## src/rtl/ex_muldiv_unit.sv

```systemverilog
// Iterative RV32M multiply/divide unit for the EX stage: one shift-add or
// shift-subtract step per cycle, sign fix-up on the final step, registered result.
module ex_muldiv_unit #(
  parameter int XLEN = 32
) (
  input  logic            i_clk,
  input  logic            i_reset,
  input  logic            i_start,
  input  logic            i_flush,
  input  logic            i_hold,
  input  logic [2:0]      i_funct_3,
  input  logic [XLEN-1:0] i_rs1_data,
  input  logic [XLEN-1:0] i_rs2_data,
  output logic            o_stall,
  output logic            o_done,
  output logic [XLEN-1:0] o_result
);

  localparam int CNT_W = $clog2(XLEN);
  localparam logic [CNT_W-1:0] LAST_CNT = CNT_W'(XLEN - 1);
  localparam logic [XLEN-1:0]  MIN_INT  = {1'b1, {(XLEN-1){1'b0}}};
  localparam logic [XLEN-1:0]  ALL_ONES = {XLEN{1'b1}};

  typedef enum logic [1:0] {
    ST_IDLE = 2'd0,
    ST_CALC = 2'd1,
    ST_DONE = 2'd2
  } state_t;

  function automatic logic [XLEN-1:0] neg_x(input logic [XLEN-1:0] v);
    return ~v + {{(XLEN-1){1'b0}}, 1'b1};
  endfunction

  function automatic logic [2*XLEN-1:0] neg_w(input logic [2*XLEN-1:0] v);
    return ~v + {{(2*XLEN-1){1'b0}}, 1'b1};
  endfunction

  state_t           state_r, state_s;
  logic [CNT_W-1:0] cnt_r;
  logic [2:0]       funct_r;
  logic [XLEN-1:0]  a_r, b_r, hi_r, lo_r, result_r;
  logic             neg_r, done_r;

  logic             signed_a_s, signed_b_s, sa_s, sb_s, neg_in_s, accept_s;
  logic             div_zero_s, ovf_s, special_s;
  logic [XLEN-1:0]  mag_a_s, mag_b_s, special_res_s;
  logic [XLEN:0]    acc_s, shifted_s, diff_s;
  logic [XLEN-1:0]  step_hi_s, step_lo_s, div_pick_s, div_fix_s, calc_res_s;
  logic [2*XLEN-1:0] prod_s, prod_fix_s;

  // Operand decode: signedness, magnitudes and one-cycle special cases.
  always_comb begin
    signed_a_s = i_funct_3[2] ? ~i_funct_3[0] : (i_funct_3[1:0] != 2'b11);
    signed_b_s = i_funct_3[2] ? ~i_funct_3[0] : ~i_funct_3[1];
    sa_s       = signed_a_s & i_rs1_data[XLEN-1];
    sb_s       = signed_b_s & i_rs2_data[XLEN-1];
    mag_a_s    = sa_s ? neg_x(i_rs1_data) : i_rs1_data;
    mag_b_s    = sb_s ? neg_x(i_rs2_data) : i_rs2_data;
    // Remainder takes the dividend's sign; product and quotient the XOR.
    neg_in_s   = (i_funct_3[2] & i_funct_3[1]) ? sa_s : (sa_s ^ sb_s);
    div_zero_s = i_funct_3[2] & (i_rs2_data == {XLEN{1'b0}});
    ovf_s      = i_funct_3[2] & ~i_funct_3[0] & (i_rs1_data == MIN_INT) &
                 (i_rs2_data == ALL_ONES);
    special_s  = div_zero_s | ovf_s;
    if (div_zero_s) begin
      special_res_s = i_funct_3[1] ? i_rs1_data : ALL_ONES;
    end else begin
      special_res_s = i_funct_3[1] ? {XLEN{1'b0}} : MIN_INT;
    end
    accept_s = (state_r == ST_IDLE) & i_start & ~i_flush;
    o_stall  = i_start & ~i_flush & (state_r != ST_DONE);
  end

  // One iteration step and the sign-fixed result of the final step.
  always_comb begin
    acc_s     = {1'b0, hi_r} + (lo_r[0] ? {1'b0, a_r} : {(XLEN+1){1'b0}});
    shifted_s = {hi_r, lo_r[XLEN-1]};
    diff_s    = shifted_s - {1'b0, b_r};
    if (funct_r[2]) begin
      step_hi_s = diff_s[XLEN] ? shifted_s[XLEN-1:0] : diff_s[XLEN-1:0];
      step_lo_s = {lo_r[XLEN-2:0], ~diff_s[XLEN]};
    end else begin
      step_hi_s = acc_s[XLEN:1];
      step_lo_s = {acc_s[0], lo_r[XLEN-1:1]};
    end
    prod_s     = {step_hi_s, step_lo_s};
    prod_fix_s = neg_r ? neg_w(prod_s) : prod_s;
    div_pick_s = funct_r[1] ? step_hi_s : step_lo_s;
    div_fix_s  = neg_r ? neg_x(div_pick_s) : div_pick_s;
    if (funct_r[2]) begin
      calc_res_s = div_fix_s;
    end else if (funct_r[1:0] == 2'b00) begin
      calc_res_s = prod_fix_s[XLEN-1:0];
    end else begin
      calc_res_s = prod_fix_s[2*XLEN-1:XLEN];
    end
  end

  // Next-state logic; flush overrides everything.
  always_comb begin
    state_s = state_r;
    case (state_r)
      ST_IDLE: begin
        if (accept_s) begin
          state_s = special_s ? ST_DONE : ST_CALC;
        end else begin
          state_s = ST_IDLE;
        end
      end
      ST_CALC: begin
        if (i_flush) begin
          state_s = ST_IDLE;
        end else if (cnt_r == LAST_CNT) begin
          state_s = ST_DONE;
        end else begin
          state_s = ST_CALC;
        end
      end
      ST_DONE: begin
        if (i_flush) begin
          state_s = ST_IDLE;
        end else if (i_hold) begin
          state_s = ST_DONE;
        end else begin
          state_s = ST_IDLE;
        end
      end
      default: state_s = ST_IDLE;
    endcase
  end

  // State, datapath and output registers.
  always_ff @(posedge i_clk or posedge i_reset) begin
    if (i_reset) begin
      state_r  <= ST_IDLE;
      cnt_r    <= {CNT_W{1'b0}};
      funct_r  <= 3'b000;
      a_r      <= {XLEN{1'b0}};
      b_r      <= {XLEN{1'b0}};
      hi_r     <= {XLEN{1'b0}};
      lo_r     <= {XLEN{1'b0}};
      neg_r    <= 1'b0;
      done_r   <= 1'b0;
      result_r <= {XLEN{1'b0}};
    end else begin
      state_r <= state_s;
      done_r  <= (state_s == ST_DONE);
      case (state_r)
        ST_IDLE: begin
          if (accept_s) begin
            funct_r <= i_funct_3;
            a_r     <= mag_a_s;
            b_r     <= mag_b_s;
            hi_r    <= {XLEN{1'b0}};
            lo_r    <= i_funct_3[2] ? mag_a_s : mag_b_s;
            neg_r   <= neg_in_s;
            cnt_r   <= {CNT_W{1'b0}};
            if (special_s) begin
              result_r <= special_res_s;
            end
          end
        end
        ST_CALC: begin
          if (!i_flush) begin
            hi_r  <= step_hi_s;
            lo_r  <= step_lo_s;
            cnt_r <= cnt_r + {{(CNT_W-1){1'b0}}, 1'b1};
            if (cnt_r == LAST_CNT) begin
              result_r <= calc_res_s;
            end
          end
        end
        default: begin
        end
      endcase
    end
  end

  assign o_done   = done_r;
  assign o_result = result_r;

endmodule

```

## config.mk

```make
export PLATFORM = sky130hd
export DESIGN_NAME = ex_muldiv_unit
export DESIGN_NICKNAME = d
export VERILOG_FILES = /design/src/rtl/ex_muldiv_unit.sv
export SDC_FILE = /design/constraint.sdc
export NUM_CORES = 1
export LEC_CHECK = 0
export ABC_AREA = 0
export BUFFER_PORTS_ARGS = -buffer_cell sky130_fd_sc_hd__buf_2
export CORE_MARGIN = 2
export CORE_UTILIZATION = 30
export CTS_CLUSTER_SIZE = 8
export DETAILED_ROUTE_END_ITERATION = 6
export PLACE_DENSITY_LB_ADDON = 0.25
export SLEW_MARGIN = 10
export SYNTH_ARGS = -nofsm -noshare
export SYNTH_HDL_FRONTEND = slang
export SYNTH_SLANG_ARGS = --single-unit
```

## constraint.sdc

```tcl
create_clock -name i_clk -period 5.4 [get_ports i_clk]
set_input_delay 0.27 -clock i_clk [delete_from_list [all_inputs] [get_ports i_clk]]
set_output_delay 0.27 -clock i_clk [all_outputs]
set_load 0.02 [all_outputs]
```

==> run summary <==
# setup viols final: 0
Pwr Total: 12.7 mW
Root Driver: clkbuf_16
Syn-to-layout area delta: 17.0%
core area: 61,700 µm²
setup slack, reg-to-reg: 0.18 ns
PwrDens: 579 nW/µm²
Area contributors post-synth: dfrtp_1 23%, o21ai_0 7.1%, nand2_1 5.9%, a21oi_1 5.5%, ha_1 4.7%
global-route usage over all layers: 31.2%
crit path launch type: register
Worst Hold Class: in -> reg
Final period util: 96.7%
WL final: 101,000 µm
Post-Place Cells: 3,507
vias in the first global route: 20,200
DIE AREA: 64,400 µm²
remaining global-route overflow: 0
Clk pin slew, worst setup/hold paths: 0.09 ns
Fill cells: 6,677
sequential-to-total area share from yosys stat: 23.0%
final HPWL from detailed placement: 81,000 µm
die extent in y: 254 µm
routability cong.: 1.02
Post-Layout Cell Count: 3,547
Setup crit end kind: register
Multi-input gate area: 13,700 µm²
status: finished, final reports clean
DR pass1 iterations: 6
pin count of the biggest net entering global routing: 89
global-route wire length before repair: 144,000 µm
area leader, netlist: dfrtp_1
clock sink count: 172
CTS tree: yes
max-slew violation count: 0
port bufs: 105
synth cell count leaders: 296 x nand2_1, 267 x o21ai_0, 230 x nor2_1
Post-Synthesis Cells: 2,547
clock skew: 0.0225 ns
register area: 4310 µm²
FF-to-FF End: o_result[29]$_DFFE_PP0P_
Vias/cell: 6.07
Synth Flop Type: dfrtp_1
count leader, synth: nand2_1
antenna violations before repair: 4
worst hold path endpoint: funct_r[0]$_DFFE_PP0P_
Via Count: 21,500
worst r2r src: lo_r[0]$_DFFE_PP0P_
Setup CP Type: reg -> reg
setup TNS: 0 ns
final core utilization: 35.5%
nets: 2,840
CTS max path bufs: 2
Routed Antenna Nets: 0
synth warn: 0
Die X: 254 µm
data required time at the worst endpoint: 5.77 ns
final hold violation count: 0
DR DRC count: 0
Initial DRC Count: 2,787
Clock Latency Late Sink: 0.53 ns
post-synthesis net count: 2,692
reg2reg path depth: 18
Synth async-reset ratio: 100%
Max Fclk: 191 MHz
WP data arrival: 5.59 ns
Max IR drop VDD: 0.296 mV
#FFs+latches synth: 172
Yosys top cell area share: 23.0%
Placement Rows: 91
Min Hold Slack: 0.0560 ns
Hold Path Stages: 3
# IOs: 106
Syn Area/Cell: 7.35 µm²
H-tree Lvls: 4
Num CTS Buffers: 17
Max-Cap Viols: 0
Leak Pwr: 8.93 nW
share of cells above drive strength 1: 16.5%
worst slew pin tran: 1.20 ns
EDFF count, synth: 0
Slew HR: 19.9%
min Tclk post-route: 5.22 ns
Hold Startpoint: i_funct_3[0]
initial core utilization: 30.3%
distinct cell type count after synthesis: 106
Cell Area, Synth: 18,700 µm²
drt wl/cell: 28.6 µm
Worst Path Max Fanout: 15
power breakdown:
part | total (mW) | internal, mW | switching [mW]
Combinational | 9.21 | 3.20 | 6.01
Clock | 1.36 | 0.636 | 0.724
Sequential | 2.12 | 1.68 | 0.439
Total | 12.7 | 5.51 | 7.17
sequential cells by signal, indices dropped and copies added, names as in the netlist:
signal / count
hi_r: 32
lo_r: 32
funct_r: 3
state_r: 2
o_result: 32
o_done: 1
neg_r: 1
a_r: 32
cnt_r: 5
b_r: 32
cell usage in the layout, fill, tap and decap left out, types with 49 or more instances in the layout:
cell     Yosys  layout
mux2i_1     75      75
buf_4        6     188
ha_1        71      65
and2_1      49      49
o21ai_0    267     260
nand2_1    296     295
xnor2_1     77      77
nor2_1     230     226
inv_1       71      70
buf_2       15     105
xor2_1      72      72
a21oi_1    206     201
nand3_1     53      52
dfrtp_1    172     169
nor3_1      80      79
metal layers:
layer	wire [µm]	global-route usage, %
met2	44300	47.5
met5	0	0
met1	42100	40.9
met4	5530	15.9
met3	9570	7.54
per-stage QoR:
step	setup slack (ns)	cell area [µm²]
after detailed placement	0.0613	21100
after global placement	0.110	21100
final	0.177	21900
after floorplan	0.200	18700
after CTS	0.00172	21700
after global routing	-0.0127	21900
cells by family (layout without fill, tap and decap cells):
family	after synthesis	after routing	share of synthesized area (%)
AND/OR/NAND/NOR	944	944	24.9
AO/OA/AOI/OAI	871	871	29.8
buffers and inverters	241	402	5.11
flip-flops	172	172	23.0
XOR/XNOR	149	149	6.97
multiplexers	97	97	5.33
adder cells (fa/ha/maj)	73	73	4.96
other	0	2	0
worst max-delay path, cell delays in order (launching register included):
cell and delay, ns:
dfrtp_1 0.40, buf_4 0.16, buf_4 0.18, and2_1 0.28
ha_1 0.48, a21o_1 0.23, o21bai_1 0.13, o31a_1 0.13
and2_1 0.18, o311ai_0 0.40, buf_4 0.20, or3b_2 0.49
a41o_1 0.31, nor3_1 0.34, nand3_1 0.21, nor2_1 0.30
a31oi_1 0.16, xor2_1 0.33, a311oi_1 0.14
worst max path at each step:
stage | startpoint | end | slack [ns] | depth (start not counted)
after detailed placement | hi_r[18]$_DFFE_PP0P_ | o_result[2]$_DFFE_PP0P_ | 0.06 | 23
after CTS | hi_r[18]$_DFFE_PP0P_ | o_result[2]$_DFFE_PP0P_ | 0.002 | 23
final | lo_r[0]$_DFFE_PP0P_ | o_result[29]$_DFFE_PP0P_ | 0.18 | 18
after global routing | b_r[17]$_DFFE_PP0P_ | o_result[8]$_DFFE_PP0P_ | -0.01 | 27
after floorplan | funct_r[2]$_DFFE_PP0P_ | o_result[26]$_DFFE_PP0P_ | 0.20 | 22
after global placement | lo_r[31]$_DFFE_PP0P_ | o_result[2]$_DFFE_PP0P_ | 0.11 | 25
layout make-up:
cell class                      count  area share (%)
Multi-Input combinational cell   2134            62.3
Clock inverter                     14           0.805
Clock buffer                       18            2.00
Sequential cell                   172            19.7
Tap cell                          837            4.78
Timing Repair Buffer              298            9.16
Antenna cell                        2          0.0228
Inverter                           72            1.26
what timing repair did:
action | CTS | global route
hold endpoints to repair | 89 | 0
hold buffers | 2 | 0
endpoints found under the setup margin | 0 | 23
buffers inserted | 0 | 4
resized for setup | 0 | 39
Power figures use the tool's default switching activity.
